[src/rtl/axi4_burst_master.sv]
// AXI4 initiator issuing one INCR burst per command, with streamed write/read data
// and a one-cycle done pulse carrying the worst response of the burst.
module axi4_burst_master #(
  parameter int unsigned DATA_WIDTH = 32,
  parameter int unsigned ADDR_WIDTH = 16
) (
  input  logic                    ACLK,
  input  logic                    ARESETn,
  input  logic                    cmd_valid,
  output logic                    cmd_ready,
  input  logic                    cmd_write,
  input  logic [ADDR_WIDTH-1:0]   cmd_addr,
  input  logic [7:0]              cmd_len,
  input  logic                    wr_valid,
  input  logic [DATA_WIDTH-1:0]   wr_data,
  output logic                    wr_ready,
  output logic                    rd_valid,
  output logic [DATA_WIDTH-1:0]   rd_data,
  output logic                    rd_last,
  input  logic                    rd_ready,
  output logic                    done,
  output logic [1:0]              done_resp,
  output logic [ADDR_WIDTH-1:0]   AWADDR,
  output logic [7:0]              AWLEN,
  output logic [2:0]              AWSIZE,
  output logic [1:0]              AWBURST,
  output logic                    AWVALID,
  input  logic                    AWREADY,
  output logic [DATA_WIDTH-1:0]   WDATA,
  output logic [DATA_WIDTH/8-1:0] WSTRB,
  output logic                    WLAST,
  output logic                    WVALID,
  input  logic                    WREADY,
  input  logic [1:0]              BRESP,
  input  logic                    BVALID,
  output logic                    BREADY,
  output logic [ADDR_WIDTH-1:0]   ARADDR,
  output logic [7:0]              ARLEN,
  output logic [2:0]              ARSIZE,
  output logic [1:0]              ARBURST,
  output logic                    ARVALID,
  input  logic                    ARREADY,
  input  logic [DATA_WIDTH-1:0]   RDATA,
  input  logic [1:0]              RRESP,
  input  logic                    RLAST,
  input  logic                    RVALID,
  output logic                    RREADY
);

  localparam int unsigned Bytes   = DATA_WIDTH / 8;
  localparam int unsigned SizeLog = $clog2(Bytes);

  typedef enum logic [2:0] {StIdle, StAw, StW, StB, StAr, StR, StErr} state_e;

  state_e                  state_q, state_d;
  logic [ADDR_WIDTH-1:0]   addr_q, addr_d;
  logic [7:0]              len_q, len_d;
  logic [7:0]              cnt_q, cnt_d;
  logic [1:0]              resp_q, resp_d;
  // Keeps cmd_ready low until the first edge after reset release.
  logic                    live_q;
  logic [31:0]             end_off;
  logic                    illegal;

  function automatic logic [1:0] worst(input logic [1:0] a, input logic [1:0] b);
    return (a > b) ? a : b;
  endfunction

  assign end_off = 32'(cmd_addr[11:0]) + ((32'(cmd_len) + 32'd1) << SizeLog);
  assign illegal = (end_off > 32'd4096) || ((32'(cmd_addr) & (Bytes - 1)) != 32'd0);

  assign cmd_ready = live_q && (state_q == StIdle);

  assign AWADDR  = addr_q;
  assign AWLEN   = len_q;
  assign AWSIZE  = 3'(SizeLog);
  assign AWBURST = 2'b01;
  assign ARADDR  = addr_q;
  assign ARLEN   = len_q;
  assign ARSIZE  = 3'(SizeLog);
  assign ARBURST = 2'b01;
  assign WDATA   = wr_data;
  assign WSTRB   = '1;
  assign WLAST   = (state_q == StW) && (cnt_q == len_q);
  assign rd_data = RDATA;
  assign rd_last = (state_q == StR) && RLAST;

  always_comb begin
    state_d   = state_q;
    addr_d    = addr_q;
    len_d     = len_q;
    cnt_d     = cnt_q;
    resp_d    = resp_q;
    AWVALID   = 1'b0;
    ARVALID   = 1'b0;
    WVALID    = 1'b0;
    wr_ready  = 1'b0;
    BREADY    = 1'b0;
    RREADY    = 1'b0;
    rd_valid  = 1'b0;
    done      = 1'b0;
    done_resp = 2'b00;
    unique case (state_q)
      StIdle: begin
        if (cmd_valid && cmd_ready) begin
          addr_d  = cmd_addr;
          len_d   = cmd_len;
          cnt_d   = 8'd0;
          resp_d  = 2'b00;
          state_d = illegal ? StErr : (cmd_write ? StAw : StAr);
        end
      end
      StAw: begin
        AWVALID = 1'b1;
        if (AWREADY) state_d = StW;
      end
      StW: begin
        WVALID   = wr_valid;
        wr_ready = WREADY;
        if (wr_valid && WREADY) begin
          cnt_d = cnt_q + 8'd1;
          if (cnt_q == len_q) state_d = StB;
        end
      end
      StB: begin
        BREADY = 1'b1;
        if (BVALID) begin
          done      = 1'b1;
          done_resp = BRESP;
          state_d   = StIdle;
        end
      end
      StAr: begin
        ARVALID = 1'b1;
        if (ARREADY) state_d = StR;
      end
      StR: begin
        RREADY   = rd_ready;
        rd_valid = RVALID;
        if (RVALID && rd_ready) begin
          resp_d = worst(resp_q, RRESP);
          // Beat count and RLAST disagree: flag as slave error, RLAST still ends it.
          if (RLAST != (cnt_q == len_q)) resp_d = worst(resp_d, 2'b10);
          cnt_d = cnt_q + 8'd1;
          if (RLAST) begin
            done      = 1'b1;
            done_resp = resp_d;
            state_d   = StIdle;
          end
        end
      end
      StErr: begin
        done      = 1'b1;
        done_resp = 2'b10;
        state_d   = StIdle;
      end
      default: state_d = StIdle;
    endcase
  end

  always_ff @(posedge ACLK) begin
    if (!ARESETn) begin
      state_q <= StIdle;
      addr_q  <= '0;
      len_q   <= 8'd0;
      cnt_q   <= 8'd0;
      resp_q  <= 2'b00;
      live_q  <= 1'b0;
    end else begin
      state_q <= state_d;
      addr_q  <= addr_d;
      len_q   <= len_d;
      cnt_q   <= cnt_d;
      resp_q  <= resp_d;
      live_q  <= 1'b1;
    end
  end

endmodule

[config.mk]
export PLATFORM = sky130hd
export DESIGN_NAME = axi4_burst_master
export DESIGN_NICKNAME = d
export VERILOG_FILES = /design/src/rtl/axi4_burst_master.sv
export SDC_FILE = /design/constraint.sdc
export NUM_CORES = 1
export LEC_CHECK = 0
export BUFFER_PORTS_ARGS = -buffer_cell sky130_fd_sc_hd__buf_2
export CELL_PAD_IN_SITES_DETAIL_PLACEMENT = 0
export CELL_PAD_IN_SITES_GLOBAL_PLACEMENT = 2
export CORE_MARGIN = 10
export CORE_UTILIZATION = 19
export CTS_CLUSTER_DIAMETER = 40
export DETAILED_ROUTE_END_ITERATION = 7
export HOLD_SLACK_MARGIN = 0.05
export PLACE_DENSITY = 0.8
export SYNTH_ARGS = -nofsm -noshare
export SYNTH_HDL_FRONTEND = slang
export SYNTH_SLANG_ARGS = --single-unit
[constraint.sdc]
create_clock -name ACLK -period 2.2 [get_ports ACLK]
set_clock_uncertainty 0.15 [all_clocks]
set_input_delay 0.22 -clock ACLK [delete_from_list [all_inputs] [get_ports ACLK]]
set_output_delay 0.22 -clock ACLK [all_outputs]
set_load 0.01 [all_outputs]
==> results of run 1 <==
## state kept, by name, summed over array words and instances (netlist names)
signal   cells
ARLEN        8
cnt_q        8
live_q       1
state_q      3
resp_q       2
ARADDR      16
## metrics by stage
step / worst slack [ps] / hold slack, ps / total power [uW] / TNS (ps)
floorplan: -165.4 / 97.72 / 1370 / -284.5
global placement: -445.6 / 290.1 / 1504 / -1172
detailed placement: -506.0 / 290.1 / 1518 / -1378
CTS: -183.8 / 52.75 / 2554 / -361.3
global route: -261.2 / 83.28 / 2727 / -678.5
finish: -121.8 / 58.14 / 2561 / -222.4
## cell type report
class	instances	area (um^2)
clock buffers	5	125.1
inverters	11	41.29
diodes	2	5.005
well taps	225	281.5
clock inverters	3	68.82
multi-input cells	266	1978
repair buffers	157	989.7
flip-flops and latches	38	764.5
fillers	1855	12980
## power groups by stage
stage               sequential (uW)  clock, uW  combinational, uW
floorplan                       787          0                582
global placement                785          0                719
detailed placement              787          0                731
CTS                             772        998                784
global route                    781       1020                928
finish                          773        953                835
## cells by family after synthesis
group,count (synthesis),share of synthesized area
AOI/OAI and AO/OA,71,0.1755
xor gates and xnor gates,24,0.06299
adders and majority gates,16,0.06224
buffers and inverters,126,0.2613
DFF,38,0.2280
muxes,4,0.01237
other,2,0.002251
and+or+nand+nor,137,0.1953
## worst paths after layout
kind | start | end | slack (ps) | cells past startpoint
worst max-delay path | cnt_q[5] | done_resp[0] | -120 | 7
worst min-delay path | cmd_addr[5] | ARADDR[5] | 60 | 3
worst max register to register | state_q[1] | cnt_q[4] | 180 | 7
worst min register to register | ARADDR[8] | ARADDR[8] | 320 | 2
## cells in the final DEF, fill, tap and decap left out, drive strengths merged, types with 6 or more instances in the layout
| cell type | instances |
|---|---|
| nor2 | 21 |
| a21oi | 10 |
| dfxtp | 38 |
| nand2 | 67 |
| xnor2 | 6 |
| and2 | 7 |
| xor2 | 18 |
| conb | 14 |
| and3 | 8 |
| nand3 | 8 |
| inv | 11 |
| nand4 | 6 |
| dlygate4sd3 | 7 |
| buf | 150 |
| ha | 15 |
| a21boi | 24 |
## worst max-delay path: stages, from the launching register on
cell	delay, ps
dfxtp_2	320
xor2_1	170
nor4_2	340
nand2_2	140
xor2_2	190
o211ai_1	130
o31ai_1	210
buf_2	180
## repair_timing
| item | CTS | global route |
|---|---|---|
| resized for setup | 22 | 19 |
| endpoints found under the hold margin | 7 | 0 |
| pin swaps | 10 | 8 |
| hold buffers | 7 | 0 |
| setup endpoints to repair | 5 | 11 |
| setup buffers | 4 | 2 |
## metal layers
metal | wire, um | vias to the layer above | global-route usage
li1 | - | 1423 | -
met1 | 4098 | 1276 | 0.08908
met2 | 5253 | 84 | 0.1488
met3 | 793 | 34 | 0.02766
met4 | 302 | 2 | 0.04042
met5 | 18 | - | 0
==> implementation parameters, run 1 <==
Parameter                              Value

Status
  Result of the run    finished with violations
  Failing checks    negative setup slack

CTS
  Clock sink count    38
  Clock Tree Buf Depth    2
  Later-pin clock latency in the skew report    280 ps
  Register clock-pin slew on the reported worst setup and hold paths    60 ps
  Number of buffers added by the clock tree synthesis step    5
  Cell chosen for the clock root    clkbuf_16
  Number of levels the H-tree was split into    2
  CTS tree    yes

Floorplanning
  Core ar.    17,240 um^2
  Die area    23,260 um^2
  X dimension of the die    152.5 um
  Ports    243
  Initial standard-cell utilization of the core    0.1936
  Cell row count    48
  Die outline height    152.5 um

Route
  Post-DR wirelength/cell    14.80 um
  Number of iterations in the first detailed-routing pass    4
  Post-route ant nets    0
  Routed wire length    10.47 mm
  DRC errors left    0
  Via count of the routed design    2,819
  Via/cell ratio    3.987
  Initial DRC Count    121

Synthesis
  Top cell type's share of synthesized area    0.2317
  Most area-hungry cell type in the Yosys netlist    buf_4
  Top cells by count, synth    buf_4 (103), nand2_1 (67), dfxtp_1 (38), a21boi_0 (24), nor2_1 (21)
  Most common cell in the netlist    buf_4
  Total of flip-flops plus latches after synthesis    38
  Most instantiated flip-flop cell in the synthesis netlist    dfxtp_1
  Number of flops mapped to enable cells by yosys    0
  Summed instance area of the synthesized netlist    3337 um^2
  Syn_area_per_cell    7.983 um^2
  Synthesized instance count    418
  Number of distinct standard cells referenced by the synthesized netlist    51
  Register area share after synthesis    0.2280
  Dominant cells by area after synthesis    buf_4 (23%), dfxtp_1 (23%), nand2_1 (7.5%)
  Total of warnings raised by yosys    0
  Proportion of synthesized flip-flops having asynchronous set or reset    0

Placed design
  HPWL Detailed    8.417 mm
  Number of input and output port buffers inserted    100
  Number of placed cells counting well taps    685
  Global placer's final weighted congestion    0.7925
  Post-Place Cell Area    3711 um^2

Global route
  Vias in the first global route    2,921
  Global route overflow    0
  Global-route wire length before repair    16.00 mm
  Antenna violations before repair    3
  Total track usage    0.08452
  Pin count of the biggest net entering global routing    25

Pwr
  Clock group share of total power    0.372
  Standby leakage power    0.001980 uW
  Sw Ratio    0.3084
  Share of total power in sequential cells    0.302
  IR Drop Worst-Case VDD    255.0 uV
  Internal power consumption    1771 uW
  PwrDens    602.0 nW/um^2
  Switching power summed over all nets    790.0 uW
  Fraction of power consumed by combinational cells    0.326

Final layout
  Post-layout nets    599
  Non-filler instance count after layout    707
  Total non-filler cell area in the finished layout    4254 um^2
  Share of layout cells above drive strength 1    0.4188
  Layout Utilization    0.2468
  Area growth, synth to finish    27.48%

Timing
  RSZ-0062 raised after global routing    yes
  Crit path time final    2322 ps
  Timing-limited maximum frequency    0.4307 GHz
  Final setup violation count    3
  Period Utilization, post-route    1.055
  Final hold vios    0
  Number of pins with negative max-slew slack in the final report    0
  Least setup slack across all paths after layout    -121.8 ps

Setup path
  Kind of start point of the critical path    register
  Critical path data arrival time    1950 ps
  Crit. End Element    output pin
  Category of the most critical setup path    reg -> out
  Crit path max fanout    3
  Required time worst endpoint    1830 ps

Flow run
  Number of max-cap violations    0

Worst hold path
  Class of the tightest hold or removal check    in -> reg
Note: power is estimated with default switching activity, not from simulation.
==> run 2: changes to the inputs <==
Settings changed: CELL_PAD_IN_SITES_DETAIL_PLACEMENT 0 to default, CELL_PAD_IN_SITES_GLOBAL_PLACEMENT 2 to default, CORE_UTILIZATION 19 to 38.
==> implementation parameters, run 2 (synthesis results as in run 1) <==
Parameter                              Value

Setup path
  Required time worst endpoint    1830 ps (about the same)
  Category of the most critical setup path    reg -> out
  Critical path data arrival time    2080 ps (+130 ps)
  Crit path max fanout    3 (unchanged)
  Kind of start point of the critical path    register
  Crit. End Element    output pin

Final layout
  Area growth, synth to finish    17.59%
  Share of layout cells above drive strength 1    0.3869 (-0.03186)
  Most frequent standard cell in the layout excluding fill and tap cells    buf_2
  Most frequent cells in the layout    buf_2 (96), nand2_1 (67), buf_4 (36)
  Non-filler instance count after layout    581 (-18%)
  Fill count    826 (-55%)
  Flip-flop count of the largest register, all copies and words added    16 (unchanged)
  Post-layout nets    592 (-1.2%)
  Number of antenna cells inserted    0 (-2)

Timing
  Post-route setup TNS    -427.9 ps (-205.5 ps)
  Crit path time final    2446 ps (+124.3 ps)
  Least setup slack across all paths after layout    -246.1 ps (-124.3 ps)
  Final hold vios    0 (unchanged)
  Final setup violation count    3 (unchanged)
  Period Utilization, post-route    1.112 (+0.05649)
  RSZ-0062 raised after global routing    yes
  Number of pins with negative max-slew slack in the final report    0 (unchanged)
  Timing-limited maximum frequency    0.4088 GHz (-5.1%)

CTS
  Register clock-pin slew on the reported worst setup and hold paths    90 ps (+30 ps)
  Clock sink count    38 (unchanged)
  CTS tree    yes
  Clock Tree Buf Depth    2 (unchanged)
  Number of buffers added by the clock tree synthesis step    5 (unchanged)
  Cell chosen for the clock root    clkbuf_8
  Number of levels the H-tree was split into    2 (unchanged)
  Later-pin clock latency in the skew report    300 ps (+20 ps)

Route
  Via count of the routed design    2,892 (+2.6%)
  Via/cell ratio    4.978 (+25%)
  DRC errors left    0 (unchanged)
  Number of iterations in the first detailed-routing pass    4 (unchanged)
  Post-route ant nets    0 (unchanged)
  Routed wire length    9.426 mm (-9.9%)
  Initial DRC Count    143 (+18%)
  Post-DR wirelength/cell    16.22 um (+9.6%)

Global route
  Global route overflow    0 (unchanged)
  Total track usage    0.1387 (+0.05421)
  Global-route wire length before repair    15.00 mm (-6.3%)
  Pin count of the biggest net entering global routing    25 (unchanged)
  Vias in the first global route    3,018 (+3.3%)
  Antenna violations before repair    0 (-3)

Floorplanning
  Initial standard-cell utilization of the core    0.3864 (+0.1928)
  X dimension of the die    113.7 um (-25%)
  Core ar.    8636 um^2 (-50%)
  Die area    12,930 um^2 (-44%)
  Die outline height    113.7 um (-25%)
  Ports    243 (unchanged)
  Cell row count    34 (-29%)

Status
  Result of the run    finished with violations
  Failing checks    negative setup slack

Flow run
  Number of max-cap violations    0 (unchanged)

Placed design
  Global placer's final weighted congestion    0.8627 (+8.9%)
  HPWL Detailed    7.298 mm (-13%)
  Number of input and output port buffers inserted    100 (unchanged)
  Number of placed cells counting well taps    558 (-19%)

Pwr
  PwrDens    584.0 nW/um^2 (-3.0%)
  Standby leakage power    0.001901 uW (-4.0%)
  IR Drop Worst-Case VDD    373.9 uV (+47%)

Worst hold path
  Class of the tightest hold or removal check    in -> reg
==> run 2: path summary, 6_finish.rpt <==
kind / startpoint / to / slack [ps] / cells after the start
worst max-delay path: cnt_q[5] / done_resp[0] / -250 / 7
worst min-delay path: cmd_addr[11] / ARADDR[11] / 60 / 3
worst max register to register: state_q[2] / state_q[0] / 190 / 6
worst min register to register: ARADDR[15] / ARADDR[15] / 330 / 2
==> run 2: metal layers <==
layer / global-route usage / part of all wire
met1: 0.1505 / 0.40
met2: 0.2417 / 0.49
met3: 0.04094 / 0.075
met5: 0 / 0
met4: 0.06599 / 0.030
==> run 2: critical path, stage by stage, from the launching register on <==
cell      delay [ps]
dfxtp_2          330
xor2_1           160
nor4_2           320
nand2_1          190
xor2_2           190
o211ai_1         130
o31ai_1          260
buf_2            190
==> run 2: final cells by class <==
cell class | count | area (um^2) | share of cell area
Timing Repair Buffer | 150 | 949.7 | 0.2420
Sequential cell | 38 | 767.0 | 0.1955
Clock buffer | 5 | 68.82 | 0.01754
Multi-Input combinational cell | 266 | 1893 | 0.4825
Inverter | 11 | 41.29 | 0.01052
Clock inverter | 3 | 68.82 | 0.01754
Tap cell | 108 | 135.1 | 0.03444
==> run 2: power by group <==
group / switching [uW] / internal [uW]
logic: 417 / 362
registers: 43.4 / 728
clock network: 286 / 455
total: 747 / 1540
==> run 2: metrics by stage <==
stage / setup WS, ps / util / area (um^2) / power (uW) / hold slack [ps]
floorplan: -165.4 / - / 3410 / 1370 / 97.72
global placement: -445.2 / 0.4041 / 3490 / 1472 / 290.1
detailed placement: -495.8 / 0.4041 / 3490 / 1489 / 290.1
CTS: -194.6 / 0.4474 / 3864 / 2289 / 57.30
global route: -293.9 / 0.4544 / 3924 / 2415 / 83.30
finish: -246.1 / 0.4544 / 3924 / 2291 / 57.27
==> run 2: what timing repair did <==
action / in CTS / in global routing
pin swaps: 17 / 4
endpoints found under the hold margin: 13 / 0
endpoints found under the setup margin: 5 / 11
hold buffers: 13 / 0
buffers inserted: 3 / 0
gates resized for setup: 21 / 11
==> run 3: changes to the inputs <==
Settings changed: ABC_CLOCK_PERIOD_IN_PS from default to 2200, CELL_PAD_IN_SITES_DETAIL_PLACEMENT from default to 0, CELL_PAD_IN_SITES_GLOBAL_PLACEMENT from default to 1, CORE_UTILIZATION 38 to 25, PLACE_DENSITY 0.8 to 0.79.
==> implementation parameters, run 3 (synthesis results as in run 1) <==
Parameter                              Value

Setup path
  Critical path data arrival time    2030 ps (-50 ps)
  Category of the most critical setup path    reg -> out
  Required time worst endpoint    1830 ps (about the same)
  Crit. End Element    output pin
  Kind of start point of the critical path    register
  Crit path max fanout    3 (unchanged)

Pwr
  PwrDens    626.6 nW/um^2 (+7.3%)
  Clock group share of total power    0.383 (+0.059)
  Standby leakage power    0.001940 uW (+2.0%)
  Share of total power in sequential cells    0.305 (-0.032)
  Internal power consumption    1743 uW (+13%)
  IR Drop Worst-Case VDD    271.1 uV (-27%)
  Fraction of power consumed by combinational cells    0.312 (-0.028)
  Tot Pwr    2527 uW (+10%)
  Sw Ratio    0.3104 (-0.01550)
  Switching power summed over all nets    784.3 uW (+5.0%)

Final layout
  Post-layout nets    596 (+0.68%)
  Share of layout cells above drive strength 1    0.3920 (+0.005141)
  Fill count    1,427 (+73%)
  Area occupied by multi-input gates    1856 um^2 (-2.0%)
  Area growth, synth to finish    20.85%
  Layout Utilization    0.3070 (-0.1474)
  Flip-flop and latch area    763.2 um^2 (-0.49%)
  Number of antenna cells inserted    0 (unchanged)
  Most frequent cells in the layout    buf_2 (97), nand2_1 (65), buf_4 (46)
  Flip-flop count of the largest register, all copies and words added    16 (unchanged)
  Most frequent standard cell in the layout excluding fill and tap cells    buf_2

CTS
  Number of levels the H-tree was split into    2 (unchanged)
  Later-pin clock latency in the skew report    290 ps (about the same)
  Number of buffers added by the clock tree synthesis step    5 (unchanged)
  Clock Tree Buf Depth    2 (unchanged)
  Clock sink count    38 (unchanged)
  Register clock-pin slew on the reported worst setup and hold paths    60 ps (-30 ps)
  CTS tree    yes
  Cell chosen for the clock root    clkbuf_16

Floorplanning
  Cell row count    42 (+24%)
  Die outline height    135.5 um (+19%)
  Core ar.    13,140 um^2 (+52%)
  Ports    243 (unchanged)
  Initial standard-cell utilization of the core    0.2540 (-0.1324)
  X dimension of the die    135.5 um (+19%)
  Die area    18,370 um^2 (+42%)

Global route
  Pin count of the biggest net entering global routing    25 (unchanged)
  Global route overflow    0 (unchanged)
  Total track usage    0.1041 (-0.03461)
  Antenna violations before repair    0 (unchanged)
  Global-route wire length before repair    15.56 mm (+3.7%)
  Vias in the first global route    3,046 (+0.93%)

Flow run
  Number of max-cap violations    0 (unchanged)

Route
  DRC errors left    0 (unchanged)
  Routed wire length    9.951 mm (+5.6%)
  Initial DRC Count    117 (-18%)
  Via count of the routed design    2,896 (+0.14%)
  Post-DR wirelength/cell    15.24 um (-6.1%)
  Post-route ant nets    0 (unchanged)
  Via/cell ratio    4.435 (-11%)
  Number of iterations in the first detailed-routing pass    4 (unchanged)

Worst hold path
  Class of the tightest hold or removal check    in -> reg

Status
  Failing checks    negative setup slack
  Result of the run    finished with violations

Placed design
  HPWL Detailed    8.109 mm (+11%)
  Global placer's final weighted congestion    0.8343 (-3.3%)
  Number of input and output port buffers inserted    100 (unchanged)

Timing
  Timing-limited maximum frequency    0.4160 GHz (+1.8%)
  Final hold vios    0 (unchanged)
  Number of pins with negative max-slew slack in the final report    0 (unchanged)
  RSZ-0062 raised after global routing    yes
  Least setup slack across all paths after layout    -203.7 ps (+42.48 ps)
  Crit path time final    2404 ps (-42.48 ps)
  Final setup violation count    5 (+2)
  Period Utilization, post-route    1.093 (-0.01931)
## run 3: cell count changes in the layout (fill, tap and decap cells not counted), sizes merged
cell / before / now
buf: 137 / 147
dlygate4sd3: 13 / 7
## run 3: timing repair
| item | 4_1_cts | 5_1_grt |
|---|---|---|
| gates resized for setup | 19 | 5 |
| buffers inserted | 1 | 1 |
| endpoints found under the setup margin | 5 | 6 |
| hold buffers | 7 | 0 |
| endpoints found under the hold margin | 7 | 0 |
| pin swaps | 11 | 4 |
## run 3: worst paths after layout
kind	startpoint	endpoint	slack, ps	cells past startpoint
max	cnt_q[6]	done_resp[1]	-200	8
min	cmd_addr[10]	ARADDR[10]	60	3
max reg2reg	state_q[0]	state_q[0]	90	6
min reg2reg	ARADDR[13]	ARADDR[13]	330	2
## run 3: layout make-up
type,instances,share of cell area
Multi-Input combinational cell,266,0.4601
Clock inverter,3,0.01706
Inverter,11,0.01024
Tap cell,176,0.05461
Clock buffer,5,0.03103
Sequential cell,38,0.1893
Timing Repair Buffer,154,0.2377
## run 3: stage by stage
stage / instance area, um^2 / setup TNS [ps] / hold slack [ps] / instances / setup WS, ps
CTS: 4010 / -423.4 / 56.70 / 652 / -205.7
global placement: 3657 / -1179 / 290.1 / 637 / -451.9
detailed placement: 3657 / -1376 / 290.1 / 637 / -509.6
global route: 4033 / -994.2 / 77.91 / 653 / -313.6
floorplan: 3410 / -284.5 / 97.72 / 430 / -165.4
finish: 4033 / -529.4 / 59.92 / 653 / -203.7
## run 3: metal layers
layer  wire [um]  vias up  track usage
met5           0        -            0
met4         174        0      0.03529
met3         725       22      0.03190
met1        4074     1359       0.1153
met2        4976      101       0.1845
li1            -     1414            -
## run 3: critical path, cell delays in order, from the launching register on
cell	delay, ps
dfxtp_1	340
xor2_1	180
nor4_2	330
nand2_2	150
xor2_2	200
buf_4	140
nand2_2	40
a31o_2	250
buf_6	120
## run 3: power groups by stage
stage | clock network, uW | registers, uW | logic (uW)
4_1_cts | 996 | 769 | 772
2_1_floorplan | 0 | 787 | 582
5_1_grt | 1030 | 777 | 870
3_3_place_gp | 0 | 782 | 721
6_report | 968 | 770 | 789
3_5_place_dp | 0 | 785 | 736
